**config.mk**
```make
export PLATFORM = sky130hd
export DESIGN_NAME = tlp_fifo_arbiter
export DESIGN_NICKNAME = d
export VERILOG_FILES = /design/src/rtl/tlp_fifo_arbiter.sv
export SDC_FILE = /design/constraint.sdc
export NUM_CORES = 1
export LEC_CHECK = 0
export CAP_MARGIN = 20
export CORE_AREA = 2 2 99 101
export DETAILED_ROUTE_END_ITERATION = 8
export DIE_AREA = 0 0 101 103
export PLACE_DENSITY = 0.82
export RECOVER_POWER = 25
export SYNTH_ARGS = -nofsm -noshare
export SYNTH_HDL_FRONTEND = slang
export SYNTH_SLANG_ARGS = --single-unit
```
**constraint.sdc**
```tcl
create_clock -name pcie_clk -period 4.9 [get_ports pcie_clk]
set_clock_uncertainty 0.15 [all_clocks]
set_input_delay 0.98 -clock pcie_clk [delete_from_list [all_inputs] [get_ports pcie_clk]]
set_output_delay 0.98 -clock pcie_clk [all_outputs]
set_load 0.03 [all_outputs]
```
**src/rtl/tlp_fifo_arbiter.sv**
```systemverilog
// TLP FIFO entry type and a packet-granular round-robin arbiter that drains two
// FWFT TLP FIFOs into the single TLP input of the Ethernet encapsulator.
package pcie_fifo_pkg;
    typedef struct packed {
        logic [63:0] data;
        logic [7:0]  keep;
        logic        tlast;
    } pcie_tlp64_t;

    typedef struct packed {
        logic        data_valid;
        pcie_tlp64_t tlp;
    } PCIE_FIFO64_RX;
endpackage

module tlp_fifo_arbiter
    import pcie_fifo_pkg::*;
#(
    parameter int unsigned MAX_WORDS = 512,
    parameter int unsigned CNT_W     = 8
) (
    input  logic             pcie_clk,
    input  logic             pcie_rst_n,
    input  PCIE_FIFO64_RX    src0_dout,
    input  logic             src0_empty,
    output logic             src0_rd_en,
    input  logic             src0_pkt_done,
    input  PCIE_FIFO64_RX    src1_dout,
    input  logic             src1_empty,
    output logic             src1_rd_en,
    input  logic             src1_pkt_done,
    output logic             m_valid,
    input  logic             m_ready,
    output PCIE_FIFO64_RX    m_data,
    output logic             m_src,
    output logic [CNT_W-1:0] pkt_cnt0,
    output logic [CNT_W-1:0] pkt_cnt1,
    output logic             err_overlong,
    output logic             err_cnt_ovf,
    input  logic             err_clr
);

    localparam int unsigned WcW = $clog2(MAX_WORDS);
    localparam logic [WcW-1:0] WcLast = WcW'(MAX_WORDS - 1);

    typedef enum logic [1:0] {StIdle, StFwd, StFlush} state_t;

    state_t           state_q, state_d;
    logic             gnt_q, gnt_d;
    logic             last_grant_q, last_grant_d;
    logic [WcW-1:0]   wc_q, wc_d;
    logic [CNT_W-1:0] cnt0_q, cnt0_d, cnt1_q, cnt1_d;
    logic             err_overlong_q, err_cnt_ovf_q;
    logic             set_overlong, ovf0, ovf1, pop;
    logic             filler0, filler1, dec0, dec1;
    PCIE_FIFO64_RX    head;
    logic             head_empty;

    // Saturating up/down counter; MSB of the result flags an increment at all-ones.
    function automatic logic [CNT_W:0] cnt_next(input logic [CNT_W-1:0] cnt,
                                                input logic inc, input logic dec);
        logic [CNT_W:0] r;
        r = {1'b0, cnt};
        if (inc && !dec) begin
            if (&cnt) r[CNT_W] = 1'b1;
            else      r[CNT_W-1:0] = cnt + CNT_W'(1);
        end else if (dec && !inc && |cnt) begin
            r[CNT_W-1:0] = cnt - CNT_W'(1);
        end
        return r;
    endfunction

    assign head       = gnt_q ? src1_dout : src0_dout;
    assign head_empty = gnt_q ? src1_empty : src0_empty;
    assign filler0    = !src0_empty && !src0_dout.data_valid;
    assign filler1    = !src1_empty && !src1_dout.data_valid;

    always_comb begin
        state_d      = state_q;
        gnt_d        = gnt_q;
        last_grant_d = last_grant_q;
        wc_d         = wc_q;
        pop          = 1'b0;
        set_overlong = 1'b0;
        m_valid      = 1'b0;
        m_data       = head;
        src0_rd_en   = 1'b0;
        src1_rd_en   = 1'b0;
        unique case (state_q)
            StIdle: begin
                src0_rd_en = filler0;
                src1_rd_en = filler1;
                if (|cnt0_q || |cnt1_q) begin
                    if (|cnt0_q && |cnt1_q) gnt_d = !last_grant_q;
                    else                    gnt_d = |cnt1_q;
                    last_grant_d = gnt_d;
                    wc_d         = '0;
                    state_d      = StFwd;
                end
            end
            StFwd: begin
                if (!head_empty) begin
                    if (!head.data_valid) begin
                        pop = 1'b1;
                    end else begin
                        m_valid = 1'b1;
                        if (wc_q == WcLast) m_data.tlp.tlast = 1'b1;
                        if (m_ready) begin
                            pop = 1'b1;
                            if (head.tlp.tlast) begin
                                state_d = StIdle;
                            end else if (wc_q == WcLast) begin
                                set_overlong = 1'b1;
                                state_d      = StFlush;
                            end else begin
                                wc_d = wc_q + WcW'(1);
                            end
                        end
                    end
                end
            end
            StFlush: begin
                if (!head_empty) begin
                    pop = 1'b1;
                    if (head.data_valid && head.tlp.tlast) state_d = StIdle;
                end
            end
            default: state_d = StIdle;
        endcase
        if (pop) begin
            if (gnt_q) src1_rd_en = 1'b1;
            else       src0_rd_en = 1'b1;
        end
    end

    // A truncated entry pops with its original tlast=0, so only the real packet end decrements.
    assign dec0 = src0_rd_en && src0_dout.data_valid && src0_dout.tlp.tlast;
    assign dec1 = src1_rd_en && src1_dout.data_valid && src1_dout.tlp.tlast;
    assign {ovf0, cnt0_d} = cnt_next(cnt0_q, src0_pkt_done, dec0);
    assign {ovf1, cnt1_d} = cnt_next(cnt1_q, src1_pkt_done, dec1);

    always_ff @(posedge pcie_clk or negedge pcie_rst_n) begin
        if (!pcie_rst_n) begin
            state_q        <= StIdle;
            gnt_q          <= 1'b0;
            last_grant_q   <= 1'b1;
            wc_q           <= '0;
            cnt0_q         <= '0;
            cnt1_q         <= '0;
            err_overlong_q <= 1'b0;
            err_cnt_ovf_q  <= 1'b0;
        end else begin
            state_q      <= state_d;
            gnt_q        <= gnt_d;
            last_grant_q <= last_grant_d;
            wc_q         <= wc_d;
            cnt0_q       <= cnt0_d;
            cnt1_q       <= cnt1_d;
            if (err_clr) begin
                err_overlong_q <= 1'b0;
                err_cnt_ovf_q  <= 1'b0;
            end else begin
                if (set_overlong) err_overlong_q <= 1'b1;
                if (ovf0 || ovf1) err_cnt_ovf_q  <= 1'b1;
            end
        end
    end

    assign m_src        = gnt_q;
    assign pkt_cnt0     = cnt0_q;
    assign pkt_cnt1     = cnt1_q;
    assign err_overlong = err_overlong_q;
    assign err_cnt_ovf  = err_cnt_ovf_q;

endmodule

```
==> run summary, run 1 <==
The flow ran to the end, but the final reports show violations. The checks that failed: max-capacitance violations, max-slew violations. The type of origin of the critical path is an input port. In this run the top signal layer used is met4. The portion of the post-synthesis area used by sequential elements came out at 0.252. For this run, design rule violations remaining after detail routing come to 0. The fraction of synthesized cell area in xor and xnor cells came out at 0.0341. Data on the critical path is required at its endpoint by 3.77 ns.

The number of cells after detailed placement came out at 668. The share of cells above drive strength 1 came out at 0.187. At the pin with the least slew margin, the transition time is 1.82 ns. The largest net degree at the start of global routing came out at 46.

The startpoint identified for the worst hold timing path is wc_q[8]. The final max-slew violation count came to 32. Summed over all failing endpoints, the final setup total negative slack is 0 ns. The worst setup path is of the input port to output port kind.

Among all flip-flop cells after synthesis, the most frequent one is sky130_fd_sc_hd__dfrtp_1. The die boundary width came out at 101 um. The detail-routed net length per standard cell is 19.9 um.

The worst hold path terminates at wc_q[8]. The wire-length estimate of the detail-placed layout is 11100 um. The post-cts gate resize count is 0. The area of the core came out at 9460 sq um. After clock tree synthesis, the clock-pin slew on the worst setup and hold paths is 0.06 ns. For this run, the total global-route usage over all layers was measured as 0.247. The leakage power summed over all cells is 0.00230 uW.

Synthesis inferred 31 register bits. After synthesis, the share of cell area in mux cells is 0.323. The share of async-settable or async-resettable flops after synthesis came out at 1.00.

The via count of the first global-routing pass is 3693. After the first detailed-routing iteration, the DRC count stood at 135. Headroom to the max-slew limit came out at -0.213. The initial utilization of the core area, before any placement, comes to 0.326. The smallest hold slack is 0.346 ns.

The count of placed standard cells in the final layout, fillers left out came out at 676. The latest clock arrival within the worst-skew pair came out at 0.29 ns. The endpoint of the most critical register-to-register path is pkt_cnt0[7]. The startpoint identified for the worst register-to-register timing path is state_q[1]. The post-CTS setup repair buffer count is 0. The total CTS buffers came out at 5. The detailed-routed wire length on met2 is 6690 um. The period utilization came out at 0.834. Across all register-to-register paths, the minimum setup slack is 1.25 ns. TritonCTS built the clock tree. The number of nets in the layout is 736. The maximum fanout along the worst path is 5. The overall routed net length came out at 13400 um. The worst ir drop on vdd came out at 0.000243 V. Dividing total power by cell area gives a power density of 542 nW/um^2. The number of vias per cell came out at 5.26. The total of warnings raised by yosys is 0. The data arrival time of the critical path came out at 2.95 ns. The repair_antennas step left the layout with diodes totalling 0. The TritonCTS sink count is 31. The fraction of the core area covered by cells at the end of the flow came out at 0.612. Ranked by total cell area, the synthesized netlist is headed by sky130_fd_sc_hd__mux2_2 30%, sky130_fd_sc_hd__dfrtp_1 24%, sky130_fd_sc_hd__ha_1 6.9%, sky130_fd_sc_hd__nand2_1 2.8%, sky130_fd_sc_hd__o21ai_0 2.3%. The maximum root-to-sink buffer count came out at 2. The final setup violation count is 0.

The overall die area is 10400 sq um. The number of hold buffers added after cts came out at 0. The fraction of synthesized cell area taken by the top area cell type came out at 0.303. The count of cell types in the netlist is 53. The post-synthesis share of cell area spent on and, or, nand and nor gates came out at 0.153. The worst setup path is captured at an output port. The first TritonRoute pass finished after 4 iterations. The per-instance average area after synthesis is 9.85 sq um.

Max-cap violations in this run came to 1. The worst path in the final design needs a cycle of 4.08 ns, including I/O delays and setup. The standard-cell row count is 36. The synthesized design contains 0 enable-type register cells. The first global-routing pass estimated 19600 um of wire.

The number of cells on the worst hold path came out at 2. The number of standard cells after synthesis came out at 313. The classification of the worst-slack hold path is register to register.

The total of buffers placed on input and output ports came out at 251. By area, the combinational part of the netlist is dominated by multiplexers. The remaining number of nets flagged by the antenna check after routing came out at 0. The global-route congestion overflow total is 0.

The path depth of the worst reg2reg path came out at 12. The number of vias in the routed layout is 3558. The CTS H-tree depth came out at 2. The vertical die dimension came out at 103 um. The cell taking the most area after synthesis is sky130_fd_sc_hd__mux2_2. The signed area change from the synthesized netlist to the final layout came out at 87.8%. The share of the synthesized area in compound gates (AO/OA/AOI/OAI) came out at 0.129. The global placer's final weighted congestion is 0.901. The number of antenna violations at the first check in global routing came out at 0. The final-report hold violation count was 0.

The wire length on met3 is 1420 um. After detailed routing, the wire length on met1 is 5160 um. The mapped netlist covers 3080 sq um.

Based on the critical path, the design can be clocked at up to 0.245 GHz. In this run the clock root is driven by a sky130_fd_sc_hd__clkbuf_8. The adder and majority cell fraction of the synthesized area came out at 0.0819. The post-synth net total came out at 488.

Setup repair after global routing left no endpoint under its margin. The total I/O pin count came out at 252.
==> placed cells by master, fill, tap and decap left out, types with 8 or more instances in the layout <==
cell type,instances
sky130_fd_sc_hd__dfrtp_1,29
sky130_fd_sc_hd__nor2_1,15
sky130_fd_sc_hd__a211oi_1,8
sky130_fd_sc_hd__ha_1,17
sky130_fd_sc_hd__a21oi_1,12
sky130_fd_sc_hd__mux2_2,83
sky130_fd_sc_hd__o21ai_0,14
sky130_fd_sc_hd__nand2_1,23
sky130_fd_sc_hd__nand3_1,8
sky130_fd_sc_hd__clkdlybuf4s50_1,245
==> registers in the layout, summed over array words and instances (netlist names) <==
signal / flops
pkt_cnt1: 8
last_grant_q: 1
state_q: 2
pkt_cnt0: 8
wc_q: 9
err_overlong: 1
err_cnt_ovf: 1
m_src: 1
==> area by class of cell <==
class	count	area [sq um]
flip-flops and latches	31	781
fillers	826	3670
repair buffers	254	2530
inverters	6	22.5
clock buffers	7	86.3
multi-input cells	263	2220
clock inverters	1	5.00
well taps	114	143
==> kinds of logic (layout without fill, tap and decap cells) <==
logic type                 after synthesis  in the layout
AOI/OAI and AO/OA                       59             59
xor gates and xnor gates                12             12
adders and majority gates               19             19
buffers and inverters                   19            268
DFF                                     31             31
muxes                                   88             88
and+or+nand+nor                         85             85
==> power breakdown <==
part | switching, uW | internal [uW]
logic | 1220 | 1110
registers | 206 | 380
clock network | 101 | 113
==> cells in the mapped netlist, types with 2 or more instances <==
library cell / count
sky130_fd_sc_hd__a211oi_1: 8
sky130_fd_sc_hd__a21o_1: 6
sky130_fd_sc_hd__a21oi_1: 12
sky130_fd_sc_hd__a31oi_1: 2
sky130_fd_sc_hd__and3_1: 2
sky130_fd_sc_hd__buf_2: 2
sky130_fd_sc_hd__clkbuf_1: 10
sky130_fd_sc_hd__dfrtp_1: 30
sky130_fd_sc_hd__fa_1: 2
sky130_fd_sc_hd__ha_1: 17
sky130_fd_sc_hd__inv_1: 6
sky130_fd_sc_hd__mux2_2: 83
sky130_fd_sc_hd__mux2i_1: 2
sky130_fd_sc_hd__nand2_1: 23
sky130_fd_sc_hd__nand2b_1: 3
sky130_fd_sc_hd__nand3_1: 8
sky130_fd_sc_hd__nand3b_1: 5
sky130_fd_sc_hd__nand4_1: 4
sky130_fd_sc_hd__nor2_1: 15
sky130_fd_sc_hd__nor2b_1: 2
sky130_fd_sc_hd__nor3_1: 2
sky130_fd_sc_hd__nor4_1: 5
sky130_fd_sc_hd__o21ai_0: 14
sky130_fd_sc_hd__o21bai_1: 5
sky130_fd_sc_hd__o221ai_1: 3
sky130_fd_sc_hd__or2_2: 3
sky130_fd_sc_hd__or4b_1: 3
sky130_fd_sc_hd__xnor2_1: 6
sky130_fd_sc_hd__xor2_1: 6
==> critical path, cell delays in order <==
cell and delay, ns:
sky130_fd_sc_hd__clkdlybuf4s50_1 0.49, sky130_fd_sc_hd__mux2_4 0.31, sky130_fd_sc_hd__a21o_1 0.21, sky130_fd_sc_hd__o22a_2 0.21, sky130_fd_sc_hd__nor2_1 0.07, sky130_fd_sc_hd__clkdlybuf4s50_1 0.68
==> metal layers <==
metal,vias to the layer above,track usage
met1,1714,0.298
met3,15,0.0949
met5,-,0
met2,150,0.422
li1,1679,-
met4,0,0.0478
==> worst max-delay path by stage <==
stage,start,endpoint,depth (start not counted)
finish,src1_dout[73],src1_rd_en,6
floorplan,src0_dout[73],pkt_cnt1[7],9
CTS,src1_dout[73],src1_rd_en,6
global placement,src1_dout[73],src1_rd_en,6
global route,state_q[1],m_data[0],7
detailed placement,src1_dout[73],src1_rd_en,6
==> metrics by stage <==
| stage | worst slack, ns | power (uW) | cell area, sq um |
|---|---|---|---|
| 2_1_floorplan | 1.21 | 2050 | 3080 |
| 3_3_place_gp | 0.814 | 2860 | 5700 |
| 3_5_place_dp | 0.797 | 2920 | 5700 |
| 4_1_cts | 0.802 | 3150 | 5800 |
| 5_1_grt | 0.704 | 3350 | 5790 |
| 6_report | 0.815 | 3140 | 5790 |
(Power assumes the default switching activity.)
==> run 2, diff against run 1 <==
Clock period 4.9 ns to 4 ns, I/O delays scaled along.
==> run 2 against run 1 <==
Net effect: the run now ends clean; die area is the same; wire length shrank 1.2%; utilization grew 0.20 points; combinational power grew 23%; register-to-register slack lost 0.70 ns; power grew 22%; largest cell class unchanged; highest routed layer unchanged.
==> run summary, run 2 (same netlist as run 1, synthesis figures left out) <==
The standard-cell row count is 36. For this run, design rule violations remaining after detail routing come to 0. Compared with the post-synthesis result, the final layout area differs by 88.4%. The largest net degree at the start of global routing is 38. The detail-routed net length per standard cell came out at 19.6 um. The total CTS buffers came out at 5. For this run, the total global-route usage over all layers was measured as 0.246. The period utilization came out at 0.929. Of the total power, combinational logic draws 0.746. TritonCTS built the clock tree. The clock network fraction of design power came out at 0.068.

Leaving out fill and tap cells, the most frequent cell in the layout is sky130_fd_sc_hd__clkdlybuf4s50_1. The clock passes through at most 2 buffers. The reported net switching power is 1860 uW. The worst setup slack before clock tree synthesis came out at 0.144 ns. The total negative slack came out at 0 ns. The post-CTS setup repair buffer count is 0. The top cell types in the final layout, fill and taps aside, are 245 x sky130_fd_sc_hd__clkdlybuf4s50_1, 83 x sky130_fd_sc_hd__mux2_2, 29 x sky130_fd_sc_hd__dfrtp_1. Dividing the detail-routed via count by the number of cells gives 5.22. The overall routed net length came out at 13300 um. IR analysis of the VDD net gives a maximum drop of 0.000280 V.

After filler insertion, the fill cell instance count of the layout stands at 792. The endpoint kind of the worst setup timing path is an output port. The routed layout has 3547 vias. The final-report hold violation count came out at 0. In this run the tool buffered the top-level ports with 251 buffer cells. In this run the tightest slew margin relative to its limit is 0.239. The time the final worst path needs with I/O delays and setup came out at 3.71 ns. The number of antenna violations at the first check in global routing was 0.

Dividing total power by cell area gives a power density of 661 nW/um^2. The starting density of the core is 0.326. Gates resized during post-CTS repair numbered 0.

After clock tree synthesis, the clock-pin slew on the worst setup and hold paths is 0.06 ns. The die is 103 um tall. The fraction of the core area covered by cells at the end of the flow came out at 0.614. The number of flip-flops under the largest register name is 9. The data required time of the worst path is 3.05 ns. The total internal power came out at 1980 uW. The multi-input combinational cells in the finished layout cover a total of 2220 sq um. Once layout is complete, the cells apart from fillers number 679.

The number of cells after detailed placement is 670. The final critical-path setup slack is 0.285 ns. Setup repair after global routing left no endpoint under its margin. The share of cells above drive strength 1 is 0.189.

The via count of the first global-routing pass came to 3568. The critical path is of the input port to output port type. The root buffer cell chosen for the clock tree is sky130_fd_sc_hd__clkbuf_8. The data arrival time of the critical path came out at 2.76 ns. The global placer's final weighted congestion is 0.832. The final max-slew violation count came out at 0. The transition time of the tightest slew-check pin is 1.14 ns. The overall die area is 10400 sq um. The antenna diode count came out at 0. The worst setup path is launched from an input port. The total I/O pin count came out at 252. The maximum operating frequency is 0.269 GHz. The first detailed-routing pass took 4 iterations.

The clock net in this run drives a total of 31 sinks. The number of DRC markers after the initial detailed-route iteration came out at 133. The run finished with clean final reports. The final setup violation count came out at 0. The net count of the finished layout is 739. The CTS H-tree depth is 2. The die boundary width came out at 101 um. The maximum fanout along the worst path is 5. The proportion of total power due to net switching came out at 0.484. The register containing the most flip-flops in the final layout is wc_q. The number of hold buffers added after CTS was 0. The global-route congestion overflow total came out at 0.

The area taken by flip-flops and latches came out at 781 sq um. Across the run, the number of max-cap violations was 0. The leakage power summed over all cells came out at 0.00231 uW.

The later pin in the worst-skew pair is clocked with a latency of 0.29 ns. The global-route wire length before repair came out at 19500 um. The min-delay analysis places its worst path in the category register to register. In this run the standard cell core region covers 9460 sq um. The detailed placement HPWL came out at 11100 um.

The sequential share of power came out at 0.186. The remaining number of nets flagged by the antenna check after routing came out at 0.
## run 2: final timing paths
| path | start | slack, ns | cells past startpoint | to |
|---|---|---|---|---|
| setup / recovery | src1_dout[73] | 0.29 | 6 | src1_rd_en |
| hold / removal | wc_q[8] | 0.34 | 2 | wc_q[8] |
| setup reg to reg | m_src | 0.55 | 10 | pkt_cnt1[7] |
| hold reg to reg | wc_q[8] | 0.34 | 2 | wc_q[8] |
| max in group asynchronous | pcie_rst_n | 1.38 | 3 | pkt_cnt1[4] |
| min in group asynchronous | pcie_rst_n | 0.60 | 1 | pkt_cnt0[4] |
## run 2: final cells by class
| type | instances | area share |
|---|---|---|
| clock buffer | 7 | 0.0149 |
| timing repair buffer | 257 | 0.439 |
| tap | 114 | 0.0245 |
| inverter | 6 | 0.00388 |
| multi-input combinational | 263 | 0.383 |
| clock inverter | 1 | 0.000861 |
| sequential | 31 | 0.134 |
## run 2: critical path: stages
cell	delay, ns
sky130_fd_sc_hd__clkdlybuf4s50_1	0.48
sky130_fd_sc_hd__mux2_4	0.30
sky130_fd_sc_hd__a21o_1	0.21
sky130_fd_sc_hd__o22a_2	0.21
sky130_fd_sc_hd__nor2_1	0.08
sky130_fd_sc_hd__clkdlybuf4s50_1	0.68
## run 2: per-stage QoR
step                hold WS, ns  power, uW  cell area, sq um
floorplan                 0.306       2520              3080
global placement          0.319       3530              5720
detailed placement        0.332       3580              5720
CTS                       0.346       3860              5810
global route              0.386       4100              5810
finish                    0.344       3840              5810
## run 2: metal layers
layer | wire [um] | vias up | global-route usage | share of wire
met2 | 6410 | 145 | 0.390 | 0.48
met4 | 192 | 0 | 0.0634 | 0.014
met5 | 0 | - | 0 | 0
met1 | 5420 | 1706 | 0.316 | 0.41
li1 | - | 1683 | - | -
met3 | 1260 | 13 | 0.0942 | 0.095
## run 2: power by group through the flow
stage,logic [uW],registers (uW),clock network (uW)
4_1_cts,2880,712,268
3_3_place_gp,2820,706,0
3_5_place_dp,2860,717,0
2_1_floorplan,1730,787,0
5_1_grt,3080,745,281
6_report,2870,713,261
==> run 3, diff against run 2 <==
--- a/config.mk
+++ b/config.mk
@@ -13,2 +13,3 @@
 export RECOVER_POWER = 25
+export SLEW_MARGIN = 20
 export SYNTH_ARGS = -nofsm -noshare
--- a/constraint.sdc
+++ b/constraint.sdc
@@ -4,2 +4,2 @@
 set_output_delay 0.8 -clock pcie_clk [all_outputs]
-set_load 0.03 [all_outputs]
+set_load 0.02 [all_outputs]
==> run 3 against run 2 <==
Net effect: combinational power fell by 8.4%; utilization rose by 0.16 points; setup slack improved by 0.028 ns; fmax rose by 0.75%; global-route usage rose by 0.29 points; sequential power barely moved; critical path depth rose by 1; largest cell class unchanged; design area rose by 0.26%; wire length rose by 0.23%; highest routed layer unchanged; non-clock buffer count fell by 2; via count fell by 2.0%.
==> run summary, run 3 (same netlist as run 1, synthesis figures left out) <==
The signed area change from the synthesized netlist to the final layout came out at 88.9%. The top cell types in the final layout, fill and taps aside, are 245 x sky130_fd_sc_hd__clkdlybuf4s50_1, 83 x sky130_fd_sc_hd__mux2_2, 29 x sky130_fd_sc_hd__dfrtp_1. For this run, the share of the core covered by cells in the final layout is 0.616.

The overall routed net length came out at 13300 um. The die boundary width came out at 101 um. Row generation in the floorplan step produced 36 rows.

The maximum fanout along the worst path is 5. The area of the core is 9460 sq um. The min-delay analysis places its worst path in the category register to register. The number of detailed-routing iterations run before antenna repair is 4. The final max-slew violation count is 0.

STA classifies the critical path endpoint as an output port. The path type of the worst setup path is input port to output port. Setup repair after global routing left no endpoint under its margin. For this design, the slowest cell found on the critical path is sky130_fd_sc_hd__clkdlybuf4s50_1. The final setup violation count is 0. The total of buffers placed on input and output ports came out at 251. After detailed routing, the number of remaining DRC violations is 0. The detail-routed net length per standard cell is 19.7 um. The share of cells above drive strength 1 came out at 0.190. The antenna diode count is 0.

The type of origin of the critical path is an input port. The TritonCTS sink count came out at 31. The starting density of the core came out at 0.326. In the global route stage, overall resource usage came out at 0.249.

The vertical die dimension came out at 103 um. The finished cells cover 5830 sq um. The total power density per cell area came out at 631 nW/um^2. The largest incremental delay on the critical path came out at 0.63 ns.

After clock tree synthesis, the setup repair step added 0 buffers. The remaining number of nets flagged by the antenna check after routing came out at 0. The floorplan step defined a die boundary enclosing 10400 sq um. The number of fillers in the final layout came out at 786. The total of max-cap violations is 0. The register with the most flip-flops in the final layout is wc_q. Once placement finished, the instance area stood at 5710 sq um.

The tree is rooted in a sky130_fd_sc_hd__clkbuf_8. The post-CTS clock slew at the launch and capture registers of the worst setup and hold paths came out at 0.07 ns. For the worst setup path, the data required time is 3.05 ns.

The total CTS buffers is 5. In the final timing run, aggregate negative setup slack is 0 ns. The largest net degree at the start of global routing is 48. The detailed placement HPWL came out at 11100 um.

The number of antenna violations at the first check in global routing came out at 0. The total I/O pin count is 252. The maximum root-to-sink buffer count came out at 2. The CTS H-tree depth is 2. The clock tree from TritonCTS is built. The number of vias in the routed layout is 3475. The global-route wire length before repair came out at 19600 um.

The leakage power summed over all cells came out at 0.00231 uW. The data arrival time of the critical path is 2.74 ns. Summed over all layers, the global routing overflow is 0.

The run finished with clean final reports. Walking the worst path, the cells encountered are clkdlybuf4s50_1 > mux2_4 > a21o_1 > nor2_1 > a21oi_1 > nor2_1 > clkdlybuf4s50_1. Dividing the final minimum period by the clock period gives 0.922. The worst ir drop on vdd is 0.000283 V. Measured against its own limit, the worst slew margin works out to 0.191. The post-cts gate resize count came out at 0. The number of vias per cell is 5.13. For the pin with the worst max-slew slack, the measured transition is 1.21 ns.

The number of DRC markers after the initial detailed-route iteration is 165. The library cell used most frequently in the layout, excluding fill and tap cells, is sky130_fd_sc_hd__clkdlybuf4s50_1. The latest clock arrival within the worst-skew pair came out at 0.29 ns.

The via count of the first global-routing pass is 3652. After clock tree synthesis, the flow added hold-fix buffers numbering 0. The global placer's final weighted congestion came out at 0.893.

The register with the most flip-flops in the layout has 9 of them. The maximum operating frequency is 0.271 GHz. The final-report hold violation count is 0. The number of nets in the layout came out at 737.

The time the final worst path needs with I/O delays and setup came out at 3.69 ns.
[run 3: cell types whose count changed in the layout (fill, tap and decap cells not counted), sizes merged]
cell	before	now
clkbuf	9	7
buf	4	3
bufinv	0	1
[run 3: area by class of cell]
class                   instances  area (sq um)  area share
flip-flops and latches         31           781       0.134
multi-input cells             263          2220       0.382
clock buffers                   6          82.6      0.0142
clock inverters                 2          35.0     0.00601
inverters                       6          22.5     0.00387
well taps                     114           143      0.0245
repair buffers                255          2540       0.436
[run 3: path summary, 6_finish.rpt]
check / start / endpoint / slack, ns / cells after the start
max: src1_dout[73] / src0_rd_en / 0.31 / 7
min: wc_q[1] / wc_q[1] / 0.35 / 2
max reg2reg: m_src / pkt_cnt0[5] / 0.61 / 10
min reg2reg: wc_q[1] / wc_q[1] / 0.35 / 2
max in group asynchronous: pcie_rst_n / pkt_cnt1[4] / 1.42 / 2
min in group asynchronous: pcie_rst_n / err_overlong / 0.77 / 1
[run 3: critical path, delay by kind of cell]
family          cells  cell delay [ns]
mux                 1             0.31
simple gates        2             0.24
buf+inv             2             1.11
compound gates      2             0.27
[run 3: metal layers]
layer	share of wire	global-route usage
met3	0.10	0.108
met5	0	0
met4	0.014	0.0603
met2	0.49	0.411
met1	0.39	0.300
[run 3: metrics by stage]
stage	total power (uW)	hold WS (ns)	std cells	setup slack (ns)
floorplan	2270	0.306	313	0.510
global placement	3280	0.321	669	0.256
detailed placement	3340	0.344	669	0.157
CTS	3700	0.360	677	0.294
global route	3940	0.403	677	0.146
finish	3670	0.352	677	0.313
[run 3: report_power, final]
part	internal, uW	switching (uW)
clock network	202	127
logic	1370	1260
registers	466	248
total	2040	1630
